===== config.mk =====
export PLATFORM = sky130hd
export DESIGN_NAME = rom_load_ctrl
export DESIGN_NICKNAME = d
export VERILOG_FILES = /design/src/rtl/rom_load_ctrl.sv
export SDC_FILE = /design/constraint.sdc
export NUM_CORES = 1
export LEC_CHECK = 0
export CORE_MARGIN = 2
export CORE_UTILIZATION = 50
export CTS_CLUSTER_DIAMETER = 80
export DETAILED_ROUTE_END_ITERATION = 12
export HOLD_SLACK_MARGIN = 0.05
export PLACE_DENSITY = 0.91
export SYNTH_ARGS = -nofsm -noshare
export SYNTH_HDL_FRONTEND = slang
export SYNTH_SLANG_ARGS = --single-unit

===== constraint.sdc =====
create_clock -name clk_sys -period 6.6 [get_ports clk_sys]
set_clock_uncertainty 0.1 [all_clocks]
set_input_delay 1.65 -clock clk_sys [delete_from_list [all_inputs] [get_ports clk_sys]]
set_output_delay 1.65 -clock clk_sys [all_outputs]
set_load 0.1 [all_outputs]

===== src/rtl/rom_load_ctrl.sv =====
// ROM download and core start-up sequencer: forwards ioctl ROM bytes, owns variant/DIP registers.
// Define ROM_LOAD_CHECKSUM_EN to build the additive ROM checksum; otherwise rom_sum reads 0.
module rom_load_ctrl #(
    parameter int unsigned ROM_SIZE   = 65536,
    parameter int unsigned WR_STRETCH = 2,
    parameter int unsigned RESET_HOLD = 64,
    parameter logic [63:0] DIP_INIT   = 64'hFFFF_FFFF_FFFF_FFFF
) (
    input  logic        clk_sys,
    input  logic        reset_n,
    input  logic        ioctl_download,
    input  logic        ioctl_wr,
    input  logic [24:0] ioctl_addr,
    input  logic [7:0]  ioctl_dout,
    input  logic [7:0]  ioctl_index,
    input  logic        reset_req,
    output logic [15:0] dn_addr,
    output logic [7:0]  dn_data,
    output logic        dn_wr,
    output logic        core_reset,
    output logic [7:0]  mod_sel,
    output logic [63:0] dip_bank,
    output logic        rom_loaded,
    output logic        wr_overrun,
    output logic        addr_oob,
    output logic [7:0]  rom_sum
);

    typedef enum logic [1:0] {StBoot, StLoad, StHold, StRun} state_e;

    state_e       state_q, state_d;
    logic [15:0]  hold_cnt_q, hold_cnt_d;
    logic [3:0]   stretch_q, stretch_d;
    logic [16:0]  byte_cnt_q, byte_cnt_d;
    logic [15:0]  dn_addr_q, dn_addr_d;
    logic [7:0]   dn_data_q, dn_data_d;
    logic [7:0]   mod_sel_q, mod_sel_d;
    logic [63:0]  dip_q, dip_d;
    logic         loaded_q, loaded_d;
    logic         overrun_q, overrun_d;
    logic         oob_q, oob_d;

    logic rom_strobe, in_range, stretch_busy, accept, dl_start, load_done, enter_load;

    assign dl_start     = ioctl_download && (ioctl_index == 8'd0);
    assign load_done    = !ioctl_download && (stretch_q == 4'd0);
    assign rom_strobe   = (state_q == StLoad) && ioctl_wr && (ioctl_index == 8'd0);
    assign in_range     = ioctl_addr < 25'(ROM_SIZE);
    // A count of 1 expires on this edge, so the next byte may follow with no gap.
    assign stretch_busy = stretch_q > 4'd1;
    assign accept       = rom_strobe && in_range && !stretch_busy;
    assign enter_load   = (state_d == StLoad) && (state_q != StLoad);

    always_ff @(posedge clk_sys or negedge reset_n) begin
        if (!reset_n) begin
            state_q <= StBoot;
        end else begin
            state_q <= state_d;
        end
    end

    always_comb begin
        state_d = state_q;
        unique case (state_q)
            StBoot: if (dl_start) state_d = StLoad;
            StLoad: if (load_done) state_d = (byte_cnt_q != 17'd0) ? StHold : StBoot;
            StHold: begin
                if (dl_start) state_d = StLoad;
                else if (!reset_req && hold_cnt_q == 16'd0) state_d = StRun;
            end
            StRun: begin
                if (dl_start) state_d = StLoad;
                else if (reset_req) state_d = StHold;
            end
            default: state_d = StBoot;
        endcase
    end

    always_comb begin
        core_reset = (state_q != StRun);
        dn_wr      = (stretch_q != 4'd0);
    end

    always_comb begin
        hold_cnt_d = hold_cnt_q;
        stretch_d  = stretch_q;
        byte_cnt_d = byte_cnt_q;
        dn_addr_d  = dn_addr_q;
        dn_data_d  = dn_data_q;
        mod_sel_d  = mod_sel_q;
        dip_d      = dip_q;
        loaded_d   = loaded_q;
        overrun_d  = overrun_q;
        oob_d      = oob_q;

        if (state_d == StHold && (state_q != StHold || reset_req)) begin
            hold_cnt_d = 16'(RESET_HOLD - 1);
        end else if (state_q == StHold && hold_cnt_q != 16'd0) begin
            hold_cnt_d = hold_cnt_q - 16'd1;
        end

        if (accept) begin
            stretch_d = 4'(WR_STRETCH);
            dn_addr_d = ioctl_addr[15:0];
            dn_data_d = ioctl_dout;
            if (byte_cnt_q != '1) byte_cnt_d = byte_cnt_q + 17'd1;
        end else if (stretch_q != 4'd0) begin
            stretch_d = stretch_q - 4'd1;
        end

        if (enter_load) begin
            byte_cnt_d = 17'd0;
            loaded_d   = 1'b0;
            overrun_d  = 1'b0;
            oob_d      = 1'b0;
        end else if (rom_strobe && !in_range) begin
            oob_d = 1'b1;
        end else if (rom_strobe && stretch_busy) begin
            overrun_d = 1'b1;
        end

        if (state_q == StLoad && state_d == StHold) loaded_d = 1'b1;

        if (ioctl_wr && ioctl_index == 8'd1) mod_sel_d = ioctl_dout;
        if (ioctl_wr && ioctl_index == 8'd254 && ioctl_addr[24:3] == 22'd0) begin
            dip_d[{ioctl_addr[2:0], 3'b000} +: 8] = ioctl_dout;
        end
    end

    always_ff @(posedge clk_sys or negedge reset_n) begin
        if (!reset_n) begin
            hold_cnt_q <= 16'd0;
            stretch_q  <= 4'd0;
            byte_cnt_q <= 17'd0;
            dn_addr_q  <= 16'd0;
            dn_data_q  <= 8'd0;
            mod_sel_q  <= 8'd0;
            dip_q      <= DIP_INIT;
            loaded_q   <= 1'b0;
            overrun_q  <= 1'b0;
            oob_q      <= 1'b0;
        end else begin
            hold_cnt_q <= hold_cnt_d;
            stretch_q  <= stretch_d;
            byte_cnt_q <= byte_cnt_d;
            dn_addr_q  <= dn_addr_d;
            dn_data_q  <= dn_data_d;
            mod_sel_q  <= mod_sel_d;
            dip_q      <= dip_d;
            loaded_q   <= loaded_d;
            overrun_q  <= overrun_d;
            oob_q      <= oob_d;
        end
    end

`ifdef ROM_LOAD_CHECKSUM_EN
    logic [7:0] rom_sum_q;

    always_ff @(posedge clk_sys or negedge reset_n) begin
        if (!reset_n) begin
            rom_sum_q <= 8'd0;
        end else if (enter_load) begin
            rom_sum_q <= 8'd0;
        end else if (accept) begin
            rom_sum_q <= rom_sum_q + ioctl_dout;
        end
    end

    assign rom_sum = rom_sum_q;
`else
    assign rom_sum = 8'h00;
`endif

    assign dn_addr    = dn_addr_q;
    assign dn_data    = dn_data_q;
    assign mod_sel    = mod_sel_q;
    assign dip_bank   = dip_q;
    assign rom_loaded = loaded_q;
    assign wr_overrun = overrun_q;
    assign addr_oob   = oob_q;

endmodule


==> results.py <==
metrics = {
    "cts": {
        "cts_sinks": 138,
        "numCtsBuffers": 17,
        "cts-hold-fix-buffers": 0,
        "h-tree-depth": 4,
        "path_clk_slew_ns": 0.06,
        "tritoncts": "done",
        "cts_root_buffer": "clkbuf_16",
        "clock_path_buffers": 2,
        "post_cts_buffers": 0,
        "cts_resized": 0,
        "clock_latency_ns": 0.43,
    },
    "sta": {
        "rsz0062_at_grt": "false",
        "finalCriticalPeriod_ns": 4.377,
        "tightest_slew_ns": 1.150,
        "slew_headroom": 0.2311,
        "fin_crit_sh": 0.6632,
        "slew_violations": 0,
        "max_freq_mhz": 228.5,
        "holdWs_ns": 0.3793,
        "tns_ns": 0,
        "hold_viol_final": 0,
        "setup_violations": 0,
    },
    "detailed_routing": {
        "wl_per_cell_um": 20.11,
        "dr.pass1.iters": 5,
        "drt_iter0_markers": 417,
        "vias": 4809,
        "totalWireLength_mm": 17.05,
        "vias_per_cell": 5.671,
        "ant_nets": 0,
        "drcViolationCount": 0,
    },
    "die": {
        "die-height_um": 118.6,
        "row_count": 41,
        "die_width_um": 118.6,
        "num_io_pins": 155,
        "core_um2": 12720,
        "initial_utilization": 0.5160,
        "die_area_um2": 14060,
    },
    "grt": {
        "use_met3": 0.07625,
        "top_usage_layer": "met2",
        "grt_pass1_vias": 5127,
        "grt_util_met1": 0.2868,
        "grt_overflow": 0,
        "use_met2": 0.4357,
        "grt.total_usage": 0.2514,
        "grt_max_degree": 82,
        "grt_pass1_wl_mm": 27.44,
        "antenna_found_initial": 0,
    },
    "logic_synthesis": {
        "ys_warn_count": 0,
        "synth_area_um2": 6565,
        "synth_cell_types": 49,
        "syn_area_per_cell_um2": 12.60,
        "synthCells": 521,
        "ys.flop_type": "dfrtp_1",
        "synthArstFlopShare": 1.000,
        "seq_area_frac_synth": 0.5382,
        "synth_area_leaders": "dfrtp_1 (28%), dfstp_2 (26%), mux2_2 (9.6%), mux2_4 (7.5%), nor2_1 (2.3%)",
        "synth_top_area_share": 0.2821,
        "synth_edf_count": 0,
        "synth-seq-cells": 138,
        "yosysTopAreaCell": "dfrtp_1",
    },
    "power_and_ir_drop": {
        "power_leakage_nw": 3.696,
        "seqPwrFrac": 0.419,
        "p_sw_mw": 0.5437,
        "clkPwrFrac": 0.470,
        "ir_drop_mv": 0.2340,
        "power_switching_share": 0.2588,
        "power_density_nw_per_um2": 240.8,
        "combPwrFrac": 0.111,
        "power.internal_mw": 1.557,
    },
    "final_layout": {
        "final_common_cell": "clkdlybuf4s50_1",
        "drive_gt1_frac": 0.2988,
        "syn2layout_area_growth_pct": 32.86,
        "nets": 719,
        "diodes": 0,
        "final_core_util": 0.6856,
        "mostFrequentLayoutCells": "clkdlybuf4s50_1 (145), dfrtp_1 (74), dfstp_2 (64)",
        "fillCellCount": 876,
    },
    "critical_path": {
        "start_kind": "input port",
        "cp_max_fo": 21,
        "r2r_setup_slack_ns": 3.70,
        "arrival_ns": 4.62,
        "worstPathRequired_ns": 6.85,
        "crit_path_end_kind": "flop",
        "crit_type": "input port to flop",
    },
    "status": {
        "outcome": "complete, no violations",
    },
    "placed_design": {
        "dpl.hpwl_mm": 11.97,
        "place.gp.congestion": 0.8685,
        "port_buffers": 146,
    },
    "min_path": {
        "hp-class": "flop to flop",
    },
    "job": {
        "drv_cap": 0,
    },
}
==> path summary, 6_finish.rpt <==
kind | startpoint | depth (start not counted) | endpoint
max in group asynchronous | reset_n | 2 | hold_cnt_q[1]
worst max-delay path | ioctl_addr[19] | 6 | byte_cnt_q[9]
worst min register to register | dip_bank[12] | 2 | dip_bank[12]
min in group asynchronous | reset_n | 1 | dn_data[5]
worst max register to register | hold_cnt_q[6] | 5 | hold_cnt_q[1]
worst min-delay path | dip_bank[12] | 2 | dip_bank[12]
==> power groups by stage <==
stage	clock network, mW	logic, mW	registers [mW]
after detailed placement	0	0.231	0.894
after global routing	1.03	0.253	0.883
after CTS	1.00	0.232	0.880
after global placement	0	0.222	0.892
final	0.987	0.233	0.881
after floorplan	0	0.133	0.909
==> synthesized netlist by cell type (all sizes together) (8+ instances only) <==
cell type and count:
mux2 89, xor2 10, or4 9, nor4 21, nor2 40, a21oi 10, nand2 19, clkbuf 9
dfrtp 74, mux2i 9, buf 23, nor3 10, dfstp 64, xnor2 15, nand3 12, or3 8
nand4 11, ha 10, inv 26
==> area by class of cell <==
class                   count  area [µm²]  share of cell area
well taps                 172       215.2             0.02467
repair buffers            148        1474              0.1690
inverters                  26       97.59             0.01119
clock buffers              19       452.9             0.05193
clock inverters            13       165.2             0.01894
multi-input cells         332        2784              0.3192
flip-flops and latches    138        3533              0.4051
==> flip-flops by register name, summed over array words and instances (netlist names) <==
register    count
wr_overrun      1
mod_sel         8
addr_oob        1
rom_loaded      1
state_q         2
stretch_q       4
byte_cnt_q     17
dn_addr        16
hold_cnt_q     16
dn_data         8
dip_bank       64
==> through the flow <==
| stage | area, µm² | std cells | power, mW | setup WS [ns] |
|---|---|---|---|---|
| 2_1_floorplan | 6591 | 528 | 1.042 | 2.731 |
| 3_3_place_gp | 8104 | 816 | 1.114 | 1.948 |
| 3_5_place_dp | 8104 | 816 | 1.125 | 1.840 |
| 4_1_cts | 8722 | 848 | 2.112 | 2.259 |
| 5_1_grt | 8722 | 848 | 2.171 | 2.090 |
| 6_report | 8722 | 848 | 2.101 | 2.223 |
==> layer usage <==
| metal | wire length (µm) | vias up |
|---|---|---|
| met5 | 0 | - |
| met4 | 567 | 0 |
| met3 | 1229 | 49 |
| met2 | 8625 | 238 |
| met1 | 6630 | 2411 |
| li1 | - | 2111 |
==> critical path: stages <==
cell             delay (ns)
clkdlybuf4s50_1        0.41
nor4_1                 0.28
nand3_1                0.82
or4_1                  0.93
or3_1                  0.37
a21oi_1                0.15
==> kinds of logic after synthesis <==
| logic type | count (synthesis) | share of synthesized area |
|---|---|---|
| AND/OR/NAND/NOR | 164 | 0.1548 |
| flip-flops | 138 | 0.5382 |
| multiplexers | 98 | 0.1852 |
| buffers and inverters | 58 | 0.04269 |
| AO/OA/AOI/OAI | 27 | 0.02611 |
| XOR/XNOR | 25 | 0.03335 |
| adder cells (fa/ha/maj) | 10 | 0.01906 |
| other | 1 | 0.0005712 |
(Power assumes the default switching activity.)
